File: src/rtl/dsp_mix_sched.sv
// dsp_mix_sched: time-multiplexed saturating mixer.
// One shared clamped adder sums NCH voice channels, one channel per clock,
// into a single mixed sample per sample tick.
//
// Ports:
//   clk, rst_n   - system clock, asynchronous active-low reset
//   sample_tick  - one-cycle strobe starting a mix cycle
//   ch_in        - packed signed samples, channel k at [k*`BITS +: `BITS]
//   ch_en        - per-channel enable (0 mutes the channel)
//   mix_out      - signed mixed sample, held between updates
//   mix_valid    - one-cycle pulse when mix_out updates
//   busy         - high while a mix cycle is in progress
//   overrun      - sticky: sample_tick arrived while busy
//   overrun_clr  - clears overrun (an overrun event in the same cycle wins)

`ifndef BITS
`define BITS 16
`endif
`ifndef FPWIDTH
`define FPWIDTH 15
`endif

module dsp_mix_sched #(
  parameter int NCH = 4,
  parameter int CW  = 4
) (
  input  logic                   clk,
  input  logic                   rst_n,
  input  logic                   sample_tick,
  input  logic [NCH*`BITS-1:0]   ch_in,
  input  logic [NCH-1:0]         ch_en,
  output logic [`BITS-1:0]       mix_out,
  output logic                   mix_valid,
  output logic                   busy,
  output logic                   overrun,
  input  logic                   overrun_clr
);

  localparam int W = `BITS;
  localparam logic signed [W:0]  CMAX = (W+1)'((2 ** `FPWIDTH) - 1);
  localparam logic signed [W:0]  CMIN = (W+1)'(-(2 ** `FPWIDTH));
  localparam logic [CW-1:0]      LAST = CW'(NCH - 1);

  typedef enum logic [1:0] {IDLE, ACCUM, DONE} state_t;

  state_t              state, state_d;
  logic [NCH*W-1:0]    snap_q;
  logic [NCH-1:0]      en_q;
  logic [CW-1:0]       idx;
  logic signed [W-1:0] acc;
  logic signed [W-1:0] cur;
  logic signed [W:0]   sum;
  logic signed [W-1:0] acc_nxt;

  // The snapshot shifts down one channel per ACCUM cycle, so the channel
  // being added is always in the lowest slot; idx only counts steps.
  always_comb begin
    cur = en_q[0] ? $signed(snap_q[W-1:0]) : '0;
    sum = {acc[W-1], acc} + {cur[W-1], cur};
    if (sum > CMAX)
      acc_nxt = CMAX[W-1:0];
    else if (sum < CMIN)
      acc_nxt = CMIN[W-1:0];
    else
      acc_nxt = sum[W-1:0];
  end

  always_comb begin
    state_d = state;
    case (state)
      IDLE:    if (sample_tick) state_d = ACCUM;
      ACCUM:   if (idx == LAST) state_d = DONE;
      DONE:    state_d = IDLE;
      default: state_d = IDLE;
    endcase
  end

  assign busy      = (state != IDLE);
  assign mix_valid = (state == DONE);

  always_ff @(posedge clk or negedge rst_n) begin
    if (!rst_n)
      state <= IDLE;
    else
      state <= state_d;
  end

  // mix_out is loaded on the final ACCUM step so it is already valid
  // during the DONE cycle that raises mix_valid.
  always_ff @(posedge clk or negedge rst_n) begin
    if (!rst_n) begin
      snap_q  <= '0;
      en_q    <= '0;
      idx     <= '0;
      acc     <= '0;
      mix_out <= '0;
    end else begin
      case (state)
        IDLE: begin
          if (sample_tick) begin
            snap_q <= ch_in;
            en_q   <= ch_en;
            acc    <= '0;
            idx    <= '0;
          end
        end
        ACCUM: begin
          acc    <= acc_nxt;
          idx    <= idx + 1'b1;
          snap_q <= snap_q >> W;
          en_q   <= en_q >> 1;
          if (idx == LAST)
            mix_out <= acc_nxt;
        end
        default: ;
      endcase
    end
  end

  always_ff @(posedge clk or negedge rst_n) begin
    if (!rst_n)
      overrun <= 1'b0;
    else if (sample_tick && (state != IDLE))
      overrun <= 1'b1;
    else if (overrun_clr)
      overrun <= 1'b0;
  end

endmodule

File: config.mk
export PLATFORM = sky130hd
export DESIGN_NAME = dsp_mix_sched
export DESIGN_NICKNAME = d
export VERILOG_FILES = /design/src/rtl/dsp_mix_sched.sv
export SDC_FILE = /design/constraint.sdc
export NUM_CORES = 1
export LEC_CHECK = 0
export ABC_AREA = 0
export ABC_CLOCK_PERIOD_IN_PS = 2600
export BUFFER_PORTS_ARGS = -buffer_cell sky130_fd_sc_hd__buf_2
export CORE_MARGIN = 1.5
export CORE_UTILIZATION = 45
export CTS_BUF_LIST = sky130_fd_sc_hd__clkbuf_4 sky130_fd_sc_hd__clkbuf_8
export CTS_CLUSTER_SIZE = 28
export DETAILED_ROUTE_END_ITERATION = 10
export PLACE_DENSITY_LB_ADDON = 0.1
export SYNTH_ARGS = -nofsm -noshare
export SYNTH_HDL_FRONTEND = slang
export SYNTH_SLANG_ARGS = --single-unit
File: constraint.sdc
create_clock -name clk -period 2.6 [get_ports clk]
set_input_delay 0.52 -clock clk [delete_from_list [all_inputs] [get_ports clk]]
set_output_delay 0.52 -clock clk [all_outputs]
set_load 0.005 [all_outputs]
# Yosys cells after proc, flatten, opt, wreduce, memory -nomap -nowiden
# Cells that the tools add are included.
[word_totals] regBits=107 inputBits=72 elab_cells=40
[op_classes] n_addsub=2 n_lt_le_gt_ge=2 n_eq_ne=5 mux=16 n_reduce_logical=8
[ops] cell="64-bit one-hot mux with 2 select lines" count=1
[ops] cell="16-bit two-way mux" count=4
[ops] cell="64-bit two-way mux" count=1
[ops] cell="16-bit one-hot mux with 2 select lines" count=1
[ops] cell="16-bit by 16-bit adder with 17-bit output" count=1
[ops] cell="17-bit by 16-bit greater-than comparator with 1-bit output (second input constant)" count=1
[ops] cell="17-bit by 16-bit < comparator with 1-bit output (second input constant)" count=1
[ops] cell="4-bit one-hot mux with 2 select lines" count=2
[ops] cell="4-bit two-way mux" count=2
[ops] cell="2-bit AND reduction" count=3
[ops] cell="2-bit nonzero test" count=3
[ops] cell="4-bit by 1-bit adder with 4-bit output (second input constant)" count=1
[ops] cell="4-bit by 2-bit == test with 1-bit output (second input constant)" count=1
[ops] cell="2-bit two-way mux" count=2
[ops] cell="2-bit != test (second input constant)" count=2
[ops] cell="2-bit one-hot mux with 2 select lines" count=1
[ops] cell="2-bit by 1-bit == test with 1-bit output (second input constant)" count=1
[ops] cell="2-bit == test (second input constant)" count=1
[ops] cell="2-bit logical NOT" count=1
[ops] cell="1-bit two-way mux" count=2
[ops] cell="1-bit logical AND" count=1

# Longest topological paths before layout
# Gate-level depths: netlist of run 1.
[depth] ltp_word=6 ltp_mapped=14 depth_no_buf=11

# Worst setup path before layout of run 1
# No wires, ideal clock.
[synth_timing] path_type="reg-to-reg" from="register en_q[0]" to="register mix_out[10]" setup_ns=0.083 arrival_ns=2.728 required_time_ns=2.517 setup_slack_ns=-0.210 path_stages_with_launch=15 n_path_buf=3 synth_period_minus_slack_ns=2.810 path_cell_list="dfrtp_1 -> clkbuf_1 -> and2_1 -> ha_1 -> inv_1 -> fa_1 -> nand2b_1 -> a21oi_1 -> o211ai_1 -> a21oi_1 -> o21ba_2 -> buf_6 -> buf_4 -> a21oi_1 -> o21ai_0"
[synth_via] elab_chain_cells=5 elab_cells_between_ends=6 classes_between="1 x add/sub; 2 x order compare; 3 x mux"
[synth_rtl] item="from (decl)" line="48" rtl="logic [NCH-1:0] en_q;"
[synth_rtl] item="from (signal assigned)" line="102" rtl="en_q <= ch_en;"
[synth_rtl] item="from (signal assigned)" line="111" rtl="en_q <= en_q >> 1;"
[synth_rtl] item="16-bit two-way mux (*)" line="58" rtl="cur = en_q[0] ? $signed(snap_q[W-1:0]) : '0;"
[synth_rtl] item="16-bit by 16-bit adder with 17-bit output (*)" line="59" rtl="sum = {acc[W-1], acc} + {cur[W-1], cur};"
[synth_rtl] item="17-bit by 16-bit < comparator with 1-bit output" line="62" rtl="else if (sum < CMIN)"
[synth_rtl] item="16-bit two-way mux" line="62"
[synth_rtl] item="16-bit two-way mux (*)" line="60" rtl="if (sum > CMAX)"
[synth_rtl] item="to (signal assigned)" line="113" rtl="mix_out <= acc_nxt;"
[synth_rtl] item="to (decl)" line="32" rtl="output logic [`BITS-1:0] mix_out,"
# Every way passes the cells marked *; elsewhere a longest branch is shown, timed or not.
# A chain may end at the register's enable or synchronous reset.

# Final worst setup path of run 1
[layout_timing] from="register en_q[0]" to="register mix_out[3]"
# Same word-level chain as after synthesis.

==> flow_summary_export.csv, run 1 <==
group,metric,value,unit
timing,timing.final.ws_setup,-0.0344,ns
synth,syn_area_per_cell,10.1,sq um
cts,cts_buffers,9,
route,num_vias,4369,
placed_design,place_congestion,0.806,
timing,fin_setup_tns,-0.157,ns
floorplanning,die_area,12700,sq um
timing,hold_viol,0,
finish,syn2layout_area_growth,29.9,%
synth,synthArstFlopShare,100,%
finish,layout-drive-gt1-share,36.6,%
critical_path,start_kind,"flop",
synth,synth-edff-count,0,
floorplanning,core-area,11600,sq um
critical_path,cp_data_required_time,2.87,ns
global_route,grt_pass1_vias,4575,
finish,fin_util,60.7,%
timing,worst_pin_slew,0.656,ns
cts,clock_sinks,107,
placed_design,dp_hpwl,9.11,mm
cts,cts_tree,"yes",
timing,fmax,0.380,GHz
floorplanning,die_y,113,um
global_route,grt_pass1_wl,22.0,mm
pwr,cellPowerDensity,1250,nW/um^2
cts,cts_root_buf,"clkbuf_8",
synth,synth_area,5410,sq um
job,maxCapViolCount,0,
critical_path,worst-path-max-fanout,8,
floorplanning,rows,39,
run_status,violations,"setup timing",
route,drc,0,
min_path,hold_path.class,"in2reg",
route,wl_per_cell,15.7,um
route,detail-route-antenna-nets,0,
critical_path,end_kind,"flop",
synth,yosysSeqAreaShare,49.5,%
finish,fillers,1042,
cts,htree_levels,3,
critical_path,arrival,2.91,ns
timing,slew_headroom,56.3,%
timing,skew,0.00996,ns
floorplanning,die_x,113,um
floorplanning,initial_core_util,46.8,%
timing,slew_viol_final,0,
synth,synth_nets,627,
route,finalWirelength,12.8,mm
timing,setup_viol,6,
synth,yosys_warnings,0,
global_route,grt_antenna_before_repair,0,
finish,n_antenna_cell,0,
route,drt_first_pass_iters,5,
cts,clk_pin_slew,0.10,ns
finish,final_nets,754,
timing,min_period,2.63,ns
global_route,grt_usage,21.8,%
synth,yosys_register_bits,107,
synth,yosys_most_used_dff,"dfrtp_1",
synth,synth_top_cell_by_area,"dfrtp_1",
floorplanning,io_pins,91,
pwr,p_leak,3.25,nW
global_route,grt_start_max_net_pins,111,
timing,post-route-period-util,101,%
global_route,gr-total-overflow,0,
synth,netlist.area_leader.share,49.5,%
cts,clk_latency,0.39,ns
pwr,ir_worst_vdd,0.000567,V
route,post_drt_via_cell_ratio,5.38,
synth,synth_area_leaders,"dfrtp_1, o21ai_0, nand2_1",
run_status,status,"complete, but fails checks",
cts,clk_path_buf_depth,2,
timing,rsz0062_at_grt,"true",
placed_design,io_buffer_count,90,
route,drt_iter0_drc,209,
synth,synth.distinct_cells,51,
critical_path,crit_type,"reg2reg",
synth,syn_inst,537,
==> worst max-delay path, cell delays in order, from the launching register on <==
cell and delay (ns):
dfrtp_2 0.47, and2_1 0.16, ha_2 0.32, o211ai_1 0.10, o211ai_1 0.26, nand2_1 0.17
o21a_4 0.26, xnor2_4 0.19, maj3_2 0.33, mux2_4 0.26
==> final timing paths <==
| check | from | endpoint | slack, ns | depth (start not counted) |
|---|---|---|---|---|
| worst max register to register | en_q[0]$_DFFE_PN0P_ | mix_out[3]$_DFFE_PN0P_ | -0.03 | 9 |
| worst max-delay path | en_q[0]$_DFFE_PN0P_ | mix_out[3]$_DFFE_PN0P_ | -0.03 | 9 |
| max in group asynchronous | rst_n | snap_q[39]$_DFFE_PN0P_ | 1.48 | 3 |
| min in group asynchronous | rst_n | en_q[2]$_DFFE_PN0P_ | 0.51 | 2 |
| worst min-delay path | ch_in[63] | snap_q[63]$_DFFE_PN0P_ | 0.33 | 2 |
| worst min register to register | snap_q[6]$_DFFE_PN0P_ | snap_q[6]$_DFFE_PN0P_ | 0.48 | 2 |
==> Yosys cell counts, drive strengths merged, types with 4 or more instances <==
cell type,n
a22oi,27
dfrtp,107
a21oi,21
mux2,7
o21ai,80
nor2,7
nand2b,7
ha,17
nor2b,5
xnor2,7
nand3,4
o211ai,5
clkbuf,24
a211oi,4
xor2,5
o21bai,4
a22o,25
and2,16
mux2i,24
buf,11
inv,11
nand2,89
==> routing by layer <==
| layer | share of wire [%] | up-vias | GRT usage [%] |
|---|---|---|---|
| met5 | 0 | - | 0 |
| met4 | 1.3 | 0 | 5.65 |
| met3 | 4.6 | 15 | 6.37 |
| met2 | 48 | 93 | 35.8 |
| met1 | 46 | 2087 | 28.5 |
| li1 | - | 2174 | - |
==> cell type report <==
cell class / count / area [sq um] / share of cell area [%]
clock buffers: 10 / 138 / 1.96
repair buffers: 151 / 966 / 13.7
flip-flops and latches: 107 / 2680 / 38.1
well taps: 143 / 179 / 2.55
multi-input cells: 384 / 2980 / 42.4
inverters: 11 / 41.3 / 0.588
clock inverters: 6 / 46.3 / 0.659
==> cells in the final DEF (no fill, tap or decap), types with 7 or more instances in the layout <==
cell type,instances
a21oi_1,11
a21oi_2,7
a22o_1,25
a22oi_1,27
and2_1,12
buf_2,89
buf_4,54
clkbuf_8,10
dfrtp_1,106
ha_4,13
inv_1,8
mux2i_1,24
nand2_1,87
o21ai_0,60
o21ai_1,10
o21ai_2,10
==> timing repair <==
item                                    in CTS  in global routing
gates resized for setup                     68                 24
buffers inserted                            11                  4
endpoints found under the setup margin      32                 30
hold buffers                                 1                  0
pin swaps                                   26                 12
endpoints found under the hold margin       11                  0
==> flip-flops by register name, summed over array words and instances (netlist names) <==
name / cells
state: 2
acc: 16
snap_q: 64
en_q: 4
mix_out: 16
overrun: 1
idx: 4
==> report_power, final <==
group	internal (mW)	switching, mW	total (mW)
registers	2.41	0.506	2.92
clock network	0.385	0.586	0.971
logic	2.39	2.49	4.88
total	5.18	3.58	8.77
==> logic make-up (layout without fill, tap and decap cells) <==
family	after synthesis	count (layout)	share of synthesized area, %
flops	107	107	49.5
xor+xnor	12	12	2.29
simple gates	139	139	11.7
fa+ha+maj	21	21	4.93
mux	31	31	5.90
buf+inv	46	178	3.82
compound gates	181	181	21.9
==> metrics by stage <==
stage | instances | instance area (sq um) | total power, mW | hold WS (ns) | setup WS (ns)
2_1_floorplan | 537 | 5430 | 5.51 | 0.224 | -0.0604
3_3_place_gp | 780 | 6290 | 6.83 | 0.388 | -0.184
3_5_place_dp | 780 | 6290 | 6.95 | 0.387 | -0.326
4_1_cts | 808 | 6910 | 8.57 | 0.310 | -0.0217
5_1_grt | 812 | 7030 | 9.51 | 0.308 | -0.138
6_report | 812 | 7030 | 8.77 | 0.334 | -0.0344
(Power assumes the default switching activity.)
==> run 2, diff against run 1 <==
--- a/config.mk
+++ b/config.mk
@@ -9,7 +9,7 @@
 export ABC_CLOCK_PERIOD_IN_PS = 2600
 export BUFFER_PORTS_ARGS = -buffer_cell sky130_fd_sc_hd__buf_2
 export CORE_MARGIN = 1.5
-export CORE_UTILIZATION = 45
+export CORE_UTILIZATION = 53
 export CTS_BUF_LIST = sky130_fd_sc_hd__clkbuf_4 sky130_fd_sc_hd__clkbuf_8
 export CTS_CLUSTER_SIZE = 28
 export DETAILED_ROUTE_END_ITERATION = 10
==> flow_summary_export.csv, run 2 (synthesis results as in run 1) <==
group,metric,value,unit
critical_path,crit_type,"reg2reg",
finish,largest_register,"snap_q",
floorplanning,rows,36,
min_path,hold_path.class,"in2async",
finish,layout_common_cells,"dfrtp_1, buf_2, nand2_1",
finish,n_antenna_cell,0,
critical_path,reg2reg_depth,10,
floorplanning,die_y,104,um
timing,rsz0062_at_grt,"true",
run_status,violations,"setup timing",
floorplanning,initial_core_util,55.1,%
timing,post-route-period-util,106,%
pwr,p_clk_share,11.5,%
finish,final_nets,758,
critical_path,arrival,3.03,ns
pwr,p_int,5.18,mW
route,m1WireLength,5.56,mm
finish,layout-drive-gt1-share,36.8,%
cts,clk_latency,0.38,ns
cts,cts_buffers,9,
cts,clock_sinks,107,
timing,skew,0.0136,ns
finish,top_regs,"snap_q (64), acc (16), mix_out (16)",
run_status,status,"complete, but fails checks",
cts,clk_path_buf_depth,2,
route,met2_length,6.54,mm
job,maxCapViolCount,0,
route,drc,0,
timing,slew_headroom,35.6,%
cts,holdBufCountCts,0,
placed_design,io_buffer_count,90,
critical_path,end_kind,"flop",
cts,cts_tree,"yes",
pwr,cellPowerDensity,1270,nW/um^2
pwr,sw_frac_of_total,41.7,%
finish,final_common_cell,"dfrtp_1",
route,detail-route-antenna-nets,0,
route,drt_first_pass_iters,5,
timing,min_period,2.76,ns
pwr,p_sw,3.70,mW
finish,largest_reg_flops,64,
global_route,grt_antenna_before_repair,0,
critical_path,cp_data_required_time,2.87,ns
timing,hold_viol,0,
pwr,power_frac_comb,55.9,%
global_route,grt_pass1_wl,21.3,mm
floorplanning,core-area,9820,sq um
timing,fmax,0.362,GHz
floorplanning,die_x,104,um
cts,cts_root_buf,"clkbuf_8",
pwr,p_leak,3.27,nW
floorplanning,io_pins,91,
route,num_vias,4482,
timing,worst_pin_slew,0.964,ns
route,finalWirelength,13.1,mm
placed_design,dp_hpwl,8.76,mm
floorplanning,die_area,10800,sq um
global_route,grt_pass1_vias,4483,
route,wl_per_cell,16.3,um
route,post_drt_via_cell_ratio,5.56,
timing,slew_viol_final,0,
timing,holdWs,0.0464,ns
pwr,p_total,8.88,mW
pwr,seqPwrFrac,32.7,%
cts,htree_levels,3,
critical_path,start_kind,"flop",
global_route,gr-total-overflow,0,
route,route.met3.wl,790,um
global_route,grt_start_max_net_pins,54,
route,routed.top_layer,"met4",
timing,setup_viol,30,
finish,syn2layout_area_growth,29.4,%
cts,clk_pin_slew,0.11,ns
global_route,grt_usage,24.2,%
placed_design,place_congestion,0.891,
pwr,ir_worst_vdd,0.000501,V
timing,timing.final.ws_setup,-0.162,ns
route,drt_iter0_drc,186,
critical_path,worst-path-max-fanout,8,
==> run 2: cell types whose count changed in the layout (fill, tap and decap cells not counted), moves of 2 or more <==
cell,delta
ha_1,+4
buf_4,+3
buf_6,+3
ha_4,-3
clkinv_8,+2
o21ai_2,+2
==> run 2: worst paths after layout <==
check                                 startpoint                      to  slack [ns]
min                                        rst_n      idx[3]$_DFFE_PN0P_        0.05
max in group asynchronous                  rst_n  snap_q[16]$_DFFE_PN0P_        1.87
max                          en_q[0]$_DFFE_PN0P_  mix_out[4]$_DFFE_PN0P_       -0.16
min in group clk                       ch_in[48]  snap_q[48]$_DFFE_PN0P_        0.34
max reg2reg                  en_q[0]$_DFFE_PN0P_  mix_out[4]$_DFFE_PN0P_       -0.16
min reg2reg                snap_q[6]$_DFFE_PN0P_   snap_q[6]$_DFFE_PN0P_        0.48
==> run 2: routing by layer <==
layer,vias up,global-route usage (%)
li1,2179,-
met4,0,7.44
met5,-,0
met1,2143,31.7
met2,136,40.3
met3,24,5.26
==> run 2: area by class of cell <==
class                      count  area [sq um]
clock buffer                   9           124
clock inverter                 7          77.6
fill                         745          2820
inverter                      11          41.3
multi-input combinational    384          2920
sequential                   107          2680
tap                          133           166
timing repair buffer         155           992
==> run 2: stage by stage <==
stage	area (sq um)	utilization [%]	worst slack (ns)	instances	setup TNS, ns
2_1_floorplan	5430	-	-0.0604	537	-0.345
3_3_place_gp	6280	63.9	-0.135	771	-2.77
3_5_place_dp	6280	63.9	-0.279	771	-6.17
4_1_cts	6780	69.0	-0.0300	797	-0.0401
5_1_grt	7000	71.3	-0.218	806	-4.33
6_report	7000	71.3	-0.162	806	-2.71
==> run 2: critical path: stages, from the launching register on <==
cell      delay (ns)
dfrtp_2         0.45
buf_6           0.14
and2_4          0.14
ha_4            0.28
o211ai_1        0.11
o211ai_1        0.29
nand2_1         0.19
o21a_4          0.27
xnor2_4         0.18
maj3_2          0.34
mux2_4          0.27
==> run 2: what timing repair did <==
item	4_1_cts	5_1_grt
resized for setup	49	43
setup buffers	10	9
setup endpoints to repair	32	31
pin swaps	18	24
endpoints found under the hold margin	0	0
cloned	0	0
==> run 2: power by group through the flow <==
stage	sequential [mW]	combinational [mW]	clock (mW)
after floorplan	2.76	2.75	0
after detailed placement	2.90	3.99	0
after global placement	2.87	3.85	0
after global routing	2.99	5.42	1.11
after CTS	2.89	4.43	1.04
final	2.90	4.96	1.02
